===== config.mk =====
export PLATFORM = sky130hd
export DESIGN_NAME = capi_put_align_seq
export DESIGN_NICKNAME = d
export VERILOG_FILES = /design/src/rtl/capi_put_align_seq.sv
export SDC_FILE = /design/constraint.sdc
export NUM_CORES = 1
export LEC_CHECK = 0
export BUFFER_PORTS_ARGS = -buffer_cell sky130_fd_sc_hd__buf_2
export CAP_MARGIN = 20
export CORE_AREA = 2 2 114 116
export DETAILED_ROUTE_END_ITERATION = 7
export DIE_AREA = 0 0 116 118
export PLACE_DENSITY_LB_ADDON = 0.25
export SLEW_MARGIN = 30
export SYNTH_ARGS = -nofsm -noshare
export SYNTH_HDL_FRONTEND = slang
export SYNTH_SLANG_ARGS = --single-unit

===== constraint.sdc =====
create_clock -name clk -period 2.25 [get_ports clk]
set_clock_uncertainty 0.2 [all_clocks]
set_input_delay 0.3375 -clock clk [delete_from_list [all_inputs] [get_ports clk]]
set_output_delay 0.3375 -clock clk [all_outputs]
set_load 0.01 [all_outputs]

===== src/rtl/capi_put_align_seq.sv =====
// Put-transfer sequencer in front of the put-data byte aligner: latches one command, holds the
// offset sideband, streams tagged source beats and counts aligned output beats until done.
module capi_put_align_seq #(
  parameter int LENW   = 13,
  parameter int SETTLE = 1
) (
  input  logic            clk,
  input  logic            reset,
  input  logic            cmd_v,
  output logic            cmd_r,
  input  logic [3:0]      cmd_off,
  input  logic [LENW-1:0] cmd_len,
  input  logic            in_v,
  output logic            in_r,
  input  logic [127:0]    in_d,
  output logic            o_v,
  input  logic            o_r,
  output logic [127:0]    o_d,
  output logic [3:0]      o_c,
  output logic            o_e,
  output logic            o_a_v,
  output logic [3:0]      o_a_d,
  input  logic            mon_v,
  input  logic            mon_r,
  output logic            busy,
  output logic            done,
  output logic            err
);

  localparam int CW = LENW - 3;
  localparam int SW = (SETTLE < 2) ? 1 : $clog2(SETTLE);
  localparam logic [SW-1:0] SETTLE_LAST = SW'(SETTLE - 1);

  typedef enum logic [2:0] {S_IDLE, S_SETTLE, S_XFER, S_DRAIN, S_DONE} state_t;

  state_t          state_r, next_s;
  logic [CW-1:0]   in_rem_r, out_rem_r;
  logic [3:0]      lastc_r;
  logic [SW-1:0]   settle_cnt_r;
  logic            cmd_r_r, busy_r, done_r, err_r, o_a_v_r;
  logic [3:0]      o_a_d_r;

  logic [LENW:0]   len_full_s;
  logic [LENW+1:0] in_sum_s, out_sum_s;
  logic [CW-1:0]   in_beats_s, out_beats_s;
  logic            accept_s, last_s, in_fire_s, window_s, mon_fire_s, mon_cnt_s, mon_err_s;

  // A zero length encodes a full 2**LENW byte transfer; ceil(x/16) via +15 then drop the low nibble.
  assign len_full_s  = (cmd_len == {LENW{1'b0}}) ? {1'b1, {LENW{1'b0}}} : {1'b0, cmd_len};
  assign in_sum_s    = {1'b0, len_full_s} + (LENW+2)'(15);
  assign out_sum_s   = {1'b0, len_full_s} + {{(LENW-2){1'b0}}, cmd_off} + (LENW+2)'(15);
  assign in_beats_s  = in_sum_s[4 +: CW];
  assign out_beats_s = out_sum_s[4 +: CW];

  assign accept_s   = (state_r == S_IDLE) && cmd_v && cmd_r_r;
  assign last_s     = (in_rem_r == CW'(1));
  assign in_fire_s  = (state_r == S_XFER) && in_v && o_r;
  assign window_s   = (state_r == S_SETTLE) || (state_r == S_XFER) || (state_r == S_DRAIN);
  assign mon_fire_s = mon_v && mon_r;
  assign mon_cnt_s  = mon_fire_s && window_s && (out_rem_r != {CW{1'b0}});
  assign mon_err_s  = mon_fire_s && !mon_cnt_s;

  // Data path is a straight combinational pass while streaming.
  assign o_v   = (state_r == S_XFER) && in_v;
  assign in_r  = (state_r == S_XFER) && o_r;
  assign o_d   = in_d;
  assign o_e   = (state_r == S_XFER) && last_s;
  assign o_c   = ((state_r == S_XFER) && last_s) ? lastc_r : 4'd0;
  assign cmd_r = cmd_r_r;
  assign busy  = busy_r;
  assign done  = done_r;
  assign err   = err_r;
  assign o_a_v = o_a_v_r;
  assign o_a_d = o_a_d_r;

  // Next-state logic; DRAIN exits as soon as the final output beat is seen.
  always_comb begin
    next_s = state_r;
    case (state_r)
      S_IDLE:   if (accept_s) next_s = S_SETTLE; else next_s = S_IDLE;
      S_SETTLE: if (settle_cnt_r == SETTLE_LAST) next_s = S_XFER; else next_s = S_SETTLE;
      S_XFER:   if (in_fire_s && last_s) next_s = S_DRAIN; else next_s = S_XFER;
      S_DRAIN: begin
        if ((out_rem_r == {CW{1'b0}}) || ((out_rem_r == CW'(1)) && mon_cnt_s)) next_s = S_DONE;
        else next_s = S_DRAIN;
      end
      S_DONE:   next_s = S_IDLE;
      default:  next_s = S_IDLE;
    endcase
  end

  // State, counters and registered status/sideband outputs.
  always_ff @(posedge clk or negedge reset) begin
    if (!reset) begin
      state_r      <= S_IDLE;
      in_rem_r     <= {CW{1'b0}};
      out_rem_r    <= {CW{1'b0}};
      lastc_r      <= 4'd0;
      settle_cnt_r <= {SW{1'b0}};
      cmd_r_r      <= 1'b0;
      busy_r       <= 1'b0;
      done_r       <= 1'b0;
      err_r        <= 1'b0;
      o_a_v_r      <= 1'b0;
      o_a_d_r      <= 4'd0;
    end else begin
      state_r <= next_s;
      cmd_r_r <= (next_s == S_IDLE);
      busy_r  <= (next_s != S_IDLE);
      done_r  <= (next_s == S_DONE);
      err_r   <= mon_err_s;
      o_a_v_r <= (next_s != S_IDLE);
      if (accept_s) begin
        o_a_d_r      <= cmd_off;
        in_rem_r     <= in_beats_s;
        out_rem_r    <= out_beats_s;
        lastc_r      <= cmd_len[3:0];
        settle_cnt_r <= {SW{1'b0}};
      end else begin
        if (next_s == S_IDLE) o_a_d_r <= 4'd0;
        else                  o_a_d_r <= o_a_d_r;
        if (in_fire_s) in_rem_r <= in_rem_r - CW'(1);
        else           in_rem_r <= in_rem_r;
        if (mon_cnt_s) out_rem_r <= out_rem_r - CW'(1);
        else           out_rem_r <= out_rem_r;
        if (state_r == S_SETTLE) settle_cnt_r <= settle_cnt_r + SW'(1);
        else                     settle_cnt_r <= settle_cnt_r;
      end
    end
  end

endmodule


==> impl_results.md <==
* Hold Path Class: in2reg
* Row count at roughly 40
* Die area at 13700 sq um
* Root Buffer: clkbuf_16
* Initial antenna violation count at 0
* Vias in the first global route at about 2300
* Delay-heaviest family, CP: simple AND/OR/NAND/NOR gates
* Core box area at between 10000 and 15000 sq um
* Synth warn at 0
* Gpl congestion at about 0.78
* Rel. slew slack at between 60% and 70%
* Clk_lat worst skew at 0.27 ns
* Grt total ovfl at 0
* Comb pwr share at 40.1%
* Cells after Synth at 407
* Cell depth of the worst flop-to-flop path at 5
* Worst path slowest cell: dfrtp_1
* First-pass GRT wire length at roughly 12 mm
* Initial Utilization at 27.0%
* Number of synthesized flops with an enable pin at 0
* Synthesis-stage register bit count at 36
* CP arrival at 1.71 ns
* Critical path class: reg2out
* Async set-reset flop share out of synthesis at 100%
* List of most frequent post-synthesis cells: buf_4 (129), dfrtp_1 (36), nand2_1 (28)
* Ports at 296
* Peak supply drop at 0.000370 V
* Met2 Resource Use GR at 17.3%
* P&R area growth vs syn at -5.01%
* Met3 Use GR at 3.96%
* Top cell type by total area after synthesis: buf_4
* Drt total wl at 7.74 mm
* Antenna Violating Nets Remaining at 0
* Slowest stage delay, CP at 0.41 ns
* Final Hold Fails at 0
* P_leak at roughly 1.4 nW
* H-tree Lvls at 2
* Internal at 1.98 mW
* Max Slew Vio Count at 0
* Maximum clock rate at roughly 0.45 GHz
* Post-DP HPWL at 5.94 mm
* # DRC at 0
* Clk pin slew, worst setup/hold paths at ~0.06 ns
* Tot Pwr at 3.15 mW
* Post-route clock period utilization at around 100%
* Most frequent CP cell: buf_6
* Psw at roughly 1.2 mW
* M1 GR Usage at a little over an eighth
* Clock share of power at between 20% and 30%
* Top-area cell type share of the netlist area at 28.9%
* Yosys cell types at 49
* R2R Path Start: out_rem_r[9]
* Net count reported at finish at between 500 and 600
* R2R Setup Slk at 0.05 ns
* Setup crit start: in_rem_r[6]
* Largest cells by area after synthesis: buf_4 (29%), dfrtp_1 (27%), ha_1 (3.7%)
* Status: finished, final reports clean
* Vias at around 2400
* Worst-Margin Slew at slightly above 0.5 ns
* Sequential power share at between 30% and 40%
* Routed WL per cell at 15.1 um
* Top Usage Layer GRT: met2
* Setup TNS Final at 0 ns
* Syn nets at 569
* Critical path peak fanout at 5
* Avg Synthesized Cell Area at about 8.2 sq um
* Setup crit end: o_c[3]
* 1st-iter DRT viols at 108
* Antenna Diode Count at 0
* CTS buffer count at 5
* Number of detailed-route iterations in the first pass at 4
* Via density per instance at 4.58
* Buf+Inv Stages, Crit Path at 2
* Endpoints failing setup at 0
* PortBufs at 39
* Period minus WS final at roughly 2.2 ns
* Height of the chip at 118 um
* CP cell instances: nor4_4 > nand4b_1 > nor2_2 > buf_6 > and2_4 > buf_6
* Switching share of power at 37.2%
* Post-synthesis sequential area ratio at 26.9%
* MaxCap Viol Count at 0
* Worst EP required at between 1.5 and 2 ns
* Most common cell in the synthesized netlist: buf_4
* Largest net degree at the start of global routing at 37
* RSZ-0062 raised after global routing: yes
* CTS tree: done
* DIE WIDTH at 116 um
* Post-Syn Area at 3350 sq um
* CTS max path bufs at 2
* CP endpoint kind: output pin
* Pwr dens at 992 nW/um^2
* Post-synth top flop: dfrtp_1
* CP Launch Type: flip-flop
* Cell depth of the worst setup path at 6
* Total GRT Usage at 10.9%
* CTS sink cnt at 36
* FF-to-FF End: out_rem_r[7]
* Layout cells sized above 1 at 26.4%
==> worst register-to-register path: stages, from the launching register on <==
cell	delay, ns
dfrtp_1	0.38
or4_1	0.56
or4b_4	0.53
nand3_2	0.09
mux2_4	0.30
nand3_1	0.08
==> cells by family after synthesis <==
logic type | share of synthesized area, %
fa+ha+maj | 3.74
flops | 26.9
mux | 1.83
compound gates | 9.76
simple gates | 19.2
buf+inv | 32.5
xor+xnor | 6.02
==> metal layers <==
metal  share of wire (%)  wire length [um]  vias up
met2                  46              3560       98
met1                  43              3310     1117
met5                   0                 0        -
met4                 1.9               144        0
li1                    -                 -     1111
met3                 9.4               728       26
==> per-stage QoR <==
| stage | cell area (sq um) | hold slack [ns] | cells | utilization [%] | setup WS, ns |
|---|---|---|---|---|---|
| detailed placement | 2910 | 0.224 | 498 | 23.5 | -0.0240 |
| global placement | 2910 | 0.230 | 498 | 23.5 | 0.0107 |
| global route | 3180 | 0.140 | 513 | 25.6 | -0.0743 |
| floorplan | 3360 | -0.158 | 407 | - | 0.00649 |
| finish | 3180 | 0.114 | 513 | 25.6 | 0.00320 |
| CTS | 3120 | 0.115 | 510 | 25.1 | -0.00632 |
==> power by group through the flow <==
| stage | clock network [mW] | registers (mW) | logic, mW |
|---|---|---|---|
| 3_3_place_gp | 0 | 1.17 | 1.18 |
| 6_report | 0.707 | 1.18 | 1.26 |
| 5_1_grt | 0.757 | 1.22 | 1.42 |
| 3_5_place_dp | 0 | 1.17 | 1.18 |
| 4_1_cts | 0.720 | 1.17 | 1.24 |
| 2_1_floorplan | 0 | 1.15 | 0.997 |
==> final cells by class <==
class,count,area (sq um)
Clock buffer,8,146
Fill cell,1399,9240
Inverter,17,63.8
Multi-Input combinational cell,211,1400
Sequential cell,36,902
Tap cell,172,215
Timing Repair Buffer,69,452
==> flip-flops by register name (all words and copies together) (netlist names) <==
signal and flops:
in_rem_r 10, out_rem_r 10, lastc_r 4, o_a_d 4, state_r 3, cmd_r 1, done 1, err 1
o_a_v 1, settle_cnt_r 1
==> what timing repair did <==
| action | 4_1_cts | 5_1_grt |
|---|---|---|
| gates resized for setup | 6 | 9 |
| setup buffers | 3 | 3 |
| pin swaps | 2 | 5 |
| endpoints found under the hold margin | 36 | 0 |
| hold buffers | 1 | 0 |
| setup endpoints to repair | 5 | 4 |
==> placed cells by master, fill, tap and decap left out, drive strengths merged, types with 3 or more instances in the layout <==
master  netlist  final
a21oi        10     10
xor2         11     11
mux2i         5      5
buf         133     68
or4           7      7
xnor2        12     12
clkbuf       10      8
nor3         10     10
nor2         22     22
ha           10     10
a31oi         5      5
o211ai        3      3
nand2b        3      3
nor4         10     10
nand3        18     18
nand4         3      3
and2          9      9
o21ai        16     16
inv          17     17
nand2        28     28
dfrtp        36     36
==> worst min-delay path by stage <==
stage	startpoint	to	depth (start not counted)
floorplan	reset	cmd_r	0
global placement	reset	in_rem_r[7]	2
detailed placement	reset	in_rem_r[7]	2
CTS	cmd_off[0]	o_a_d[0]	2
global route	cmd_off[0]	o_a_d[0]	2
finish	cmd_off[0]	o_a_d[0]	2
No activity file was read; power rests on OpenSTA's default activity.
